==> src/rtl/alu_pkg.sv <==
// alu_pkg: shared ALU opcodes, datapath widths
// and controller FSM encoding.
package alu_pkg;

  localparam int DATA_W = 8;
  localparam int OP_W   = 3;

  typedef enum logic [OP_W-1:0] {
    OP_PASSA = 3'b000,
    OP_ADD   = 3'b001,
    OP_SUB   = 3'b010,
    OP_AND   = 3'b011,
    OP_XOR   = 3'b100,
    OP_ABS   = 3'b101,
    OP_CAL   = 3'b110,
    OP_CND   = 3'b111
  } alu_op_t;

  typedef enum logic [1:0] {
    S_IDLE = 2'd0,
    S_EXEC = 2'd1,
    S_DONE = 2'd2
  } state_t;

endpackage

==> src/rtl/alu_share_ctrl_rr_arbiter.sv <==
// rr_arbiter: combinational round-robin pick,
// search starts one past the last granted slot.
module rr_arbiter #(
  parameter int NREQ = 2,
  parameter int PW   = $clog2(NREQ)
) (
  input  logic [NREQ-1:0] req,
  input  logic [PW-1:0]   last,
  output logic [NREQ-1:0] gnt
);

  // scan farthest-first so the nearest hit wins
  always_comb begin
    gnt = '0;
    for (int i = NREQ; i >= 1; i--) begin
      for (int j = 0; j < NREQ; j++) begin
        if ((int'(last) + i) % NREQ == j
            && req[j]) begin
          gnt    = '0;
          gnt[j] = 1'b1;
        end
      end
    end
  end

endmodule

==> src/rtl/alu_share_ctrl.sv <==
// alu_share_ctrl: shares one registered ALU
// between NREQ requesters, round-robin.
module alu_share_ctrl
  import alu_pkg::*;
#(
  parameter int NREQ    = 2,
  parameter int ALU_LAT = 1
) (
  input  logic                   clk,
  input  logic                   reset,
  input  logic [NREQ-1:0]        req,
  input  logic [OP_W*NREQ-1:0]   req_opcode,
  input  logic [DATA_W*NREQ-1:0] req_data,
  input  logic [DATA_W*NREQ-1:0] req_accum,
  output logic [NREQ-1:0]        gnt,
  output logic [NREQ-1:0]        rsp_valid,
  output logic [DATA_W-1:0]      rsp_result,
  output logic                   rsp_zero,
  output logic                   busy,
  output logic [OP_W-1:0]        alu_opcode,
  output logic [DATA_W-1:0]      alu_data,
  output logic [DATA_W-1:0]      alu_accum,
  input  logic [DATA_W-1:0]      alu_out,
  input  logic                   alu_zero
);

  localparam int PW = $clog2(NREQ);

  state_t            state;
  logic [1:0]        cnt;
  logic [PW-1:0]     ptr;
  logic [PW-1:0]     cur_idx;
  logic [NREQ-1:0]   cur_gnt;
  logic [NREQ-1:0]   win;
  logic [PW-1:0]     sel_idx;
  logic [OP_W-1:0]   sel_op;
  logic [DATA_W-1:0] sel_data;
  logic [DATA_W-1:0] sel_accum;

  rr_arbiter #(
    .NREQ (NREQ),
    .PW   (PW)
  ) u_arb (
    .req  (req),
    .last (ptr),
    .gnt  (win)
  );

  // one-hot AND-OR operand mux
  always_comb begin
    sel_idx   = '0;
    sel_op    = '0;
    sel_data  = '0;
    sel_accum = '0;
    for (int k = 0; k < NREQ; k++) begin
      if (win[k]) begin
        sel_idx   = PW'(k);
        sel_op    = req_opcode[k*OP_W +: OP_W];
        sel_data  = req_data[k*DATA_W +: DATA_W];
        sel_accum = req_accum[k*DATA_W +: DATA_W];
      end
    end
  end

  always_ff @(posedge clk or negedge reset) begin
    if (!reset) begin
      state      <= S_IDLE;
      cnt        <= '0;
      ptr        <= PW'(NREQ - 1);
      cur_idx    <= '0;
      cur_gnt    <= '0;
      gnt        <= '0;
      rsp_valid  <= '0;
      rsp_result <= '0;
      rsp_zero   <= 1'b0;
      busy       <= 1'b0;
      alu_opcode <= OP_PASSA;
      alu_data   <= '0;
      alu_accum  <= '0;
    end else begin
      gnt       <= '0;
      rsp_valid <= '0;
      unique case (state)
        S_IDLE: begin
          if (|req) begin
            gnt        <= win;
            cur_gnt    <= win;
            cur_idx    <= sel_idx;
            alu_opcode <= sel_op;
            alu_data   <= sel_data;
            alu_accum  <= sel_accum;
            cnt        <= '0;
            busy       <= 1'b1;
            state      <= S_EXEC;
          end
        end
        S_EXEC: begin
          cnt <= cnt + 2'd1;
          if (cnt == 2'(ALU_LAT - 1)) begin
            state <= S_DONE;
          end
        end
        S_DONE: begin
          rsp_result <= alu_out;
          rsp_zero   <= alu_zero;
          rsp_valid  <= cur_gnt;
          ptr        <= cur_idx;
          busy       <= 1'b0;
          state      <= S_IDLE;
        end
        default: begin
          busy  <= 1'b0;
          state <= S_IDLE;
        end
      endcase
    end
  end

endmodule
==> config.mk <==
export PLATFORM = sky130hd
export DESIGN_NAME = alu_share_ctrl
export DESIGN_NICKNAME = d
export VERILOG_FILES = /design/src/rtl/alu_pkg.sv /design/src/rtl/alu_share_ctrl_rr_arbiter.sv /design/src/rtl/alu_share_ctrl.sv
export SDC_FILE = /design/constraint.sdc
export NUM_CORES = 1
export LEC_CHECK = 0
export CORE_MARGIN = 2
export CORE_UTILIZATION = 40
export DETAILED_ROUTE_END_ITERATION = 10
export GPL_ROUTABILITY_DRIVEN = 0
export PLACE_DENSITY = 0.79
export SLEW_MARGIN = 20
export SYNTH_ARGS = -nofsm -noshare
export SYNTH_HDL_FRONTEND = slang
export SYNTH_SLANG_ARGS = --single-unit
==> constraint.sdc <==
create_clock -name clk -period 1.8 [get_ports clk]
set_clock_uncertainty 0.2 [all_clocks]
set_input_delay 0.36 -clock clk [delete_from_list [all_inputs] [get_ports clk]]
set_output_delay 0.36 -clock clk [all_outputs]
set_load 0.05 [all_outputs]
==> run metrics <==
Chip Height 69.2 um; largest cells by area after synthesis dfrtp_1 57%, a21oi_1 11%, a32oi_1 9.8%; Overflow after GRT 0; clk_lat worst skew 280 ps; Root Driver clkbuf_8; Layout area overhead 73.2%; clock tree buffer depth 2; row cnt 23; DRT Pass-1 Iters 4; Tcrit/Tclk final 0.873; Crit. End Element register; antenna violations before repair 0; setup tns final 0 ps; Yosys warnings 0; fin crit period 1570 ps; first-pass GRT wire length 7.42 mm; final setup violating endpoints 0; Die Wd 69.2 um; hold crit path type input port to asynchronous set/reset pin; clk sinks 40; Iter 0 DRT Violations 42; number of global-route vias before repair 1603; vias per inst 5.30; PD cells 2040 nW/um^2; # IOs 84; Slew Viols, Final 0; largest net degree at the start of global routing 32; mean routed wirelength per cell 15.2 um; post-synthesis cell type count 25; clock slew seen by the registers of the worst setup and hold paths 70 ps; Pleak 1.28 nW; slew margin rel. 0.636; Core ar. 4060 sq um; Yosys reg bits 40; Synth top area share 0.574; cell taking the most area after synthesis dfrtp_1; worst setup margin 228 ps; via count 1533; WP data arrival 1540 ps; # H-tree levels 2; Routed WL 4.38 mm; CP Max Fanout 12; Core Util, Final 0.725; RSZ-0062 raised after global routing false; post-route ant nets 0; Avg Inst Size Synth 11.4 sq um; layout cell share with drive strength beyond 1 0.268; n_diodes 0; Port-buffer cells 83; worst-margin pin slew 546 ps; Overall Power 6.01 mW; pre-CTS setup slack -62.5 ps; FF-to-FF setup slack 230 ps; initial cell density of the core 0.419; Highest Clock Rate 0.636 GHz; Die Area 4790 sq um; kind of critical path register to register; HPWL after DPL 3.34 mm; Post-route DRC 0; CTS buffer count 5; Synth Instances 149; status completed; final hold vios 0; sequential area share after synthesis 0.590; Worst EP required 1770 ps; final-stage net count 290; CTS tree yes; max-cap viol count 0; Syn Nets 201; Critical Path Start Type register; GRT Total Usage 0.190; maximum VDD drop 0.994 mV; Setup Fix Bufs, Post-CTS 0; Syn Std Cell Area 1700 sq um
## cell type report
type	count	area [sq um]
Timing Repair Buffer	95	1150
Tap cell	50	62.6
Inverter	5	18.8
Sequential cell	40	1000
Clock buffer	8	100
Multi-Input combinational cell	91	611
Fill cell	293	1110
## stage by stage
step           instances  hold slack [ps]  area (sq um)
2_1_floorplan        149             -136          1700
3_3_place_gp         280             41.4          2830
3_5_place_dp         280             45.8          2830
4_1_cts              289              282          2940
5_1_grt              289              290          2940
6_report             289              278          2940
## cell usage in the layout (no fill, tap or decap), types with 2 or more instances in the layout
| cell type | netlist | routed |
|---|---|---|
| buf_4 | 1 | 19 |
| clkdlybuf4s50_1 | 0 | 49 |
| nand2b_1 | 3 | 3 |
| inv_1 | 5 | 5 |
| and2_1 | 2 | 2 |
| a21oi_1 | 38 | 38 |
| a21o_1 | 3 | 3 |
| a32oi_1 | 19 | 19 |
| nor2_1 | 2 | 2 |
| dfrtp_1 | 39 | 39 |
| nand2_1 | 4 | 4 |
| buf_12 | 0 | 25 |
| mux2_2 | 9 | 9 |
| o21ai_0 | 2 | 2 |
| clkbuf_8 | 0 | 7 |
## what timing repair did
action,CTS,global route
hold endpoints to repair,9,0
gates resized for setup,0,0
hold buffers,1,0
## worst paths after layout
| path | start | to | cells after the start |
|---|---|---|---|
| max | state[0] | rsp_result[3] | 2 |
| min | reset | rsp_zero | 2 |
| max reg2reg | state[0] | rsp_result[3] | 2 |
| min reg2reg | cur_gnt[0] | cur_gnt[0] | 1 |
| max in group asynchronous | reset | ptr | 3 |
| min in group clk | cur_gnt[0] | cur_gnt[0] | 1 |
## synth_stat cells (all sizes together)
| cell type | number |
|---|---|
| inv | 5 |
| dfrtp | 39 |
| a21boi | 1 |
| nor2b | 1 |
| buf | 8 |
| and3 | 1 |
| a21oi | 38 |
| o31ai | 1 |
| nand2b | 3 |
| dfstp | 1 |
| nand2 | 4 |
| a32oi | 19 |
| ha | 1 |
| and2 | 3 |
| clkbuf | 5 |
| nor2 | 3 |
| mux2 | 9 |
| o21ai | 3 |
| or2 | 1 |
| a21o | 3 |
## layer usage
layer / track usage / routed length (um) / vias up
li1: - / - / 725
met1: 0.225 / 1710 / 739
met2: 0.332 / 2300 / 67
met3: 0.0640 / 353 / 2
met4: 0.0458 / 20 / 0
met5: 0 / 0 / -
## kinds of logic (layout without fill, tap and decap cells)
family,count (synthesis),in the layout,share of synthesized area
adders and majority gates,1,1,0.00736
muxes,9,9,0.0596
buffers and inverters,18,108,0.0508
and+or+nand+nor,16,16,0.0516
DFF,40,40,0.590
AOI/OAI and AO/OA,65,65,0.241
## report_power, final
group          internal [mW]  leakage (nW)  switching (mW)
sequential              1.34         0.472           0.377
combinational           1.65         0.753            2.00
clock                  0.349        0.0515           0.279
total                   3.35          1.28            2.66
## registers in the layout, indices dropped and copies added (netlist names)
signal      flops
gnt             2
cur_idx         1
state           2
rsp_zero        1
alu_opcode      3
cur_gnt         1
cnt             2
alu_accum       8
rsp_valid       2
ptr             1
busy            1
alu_data        8
rsp_result      8
## worst max-delay path, stage by stage, from the launching register on
cell,delay (ps)
dfrtp_1,390
nand2b_1,470
mux2_2,400
No activity file was read; power rests on OpenSTA's default activity.
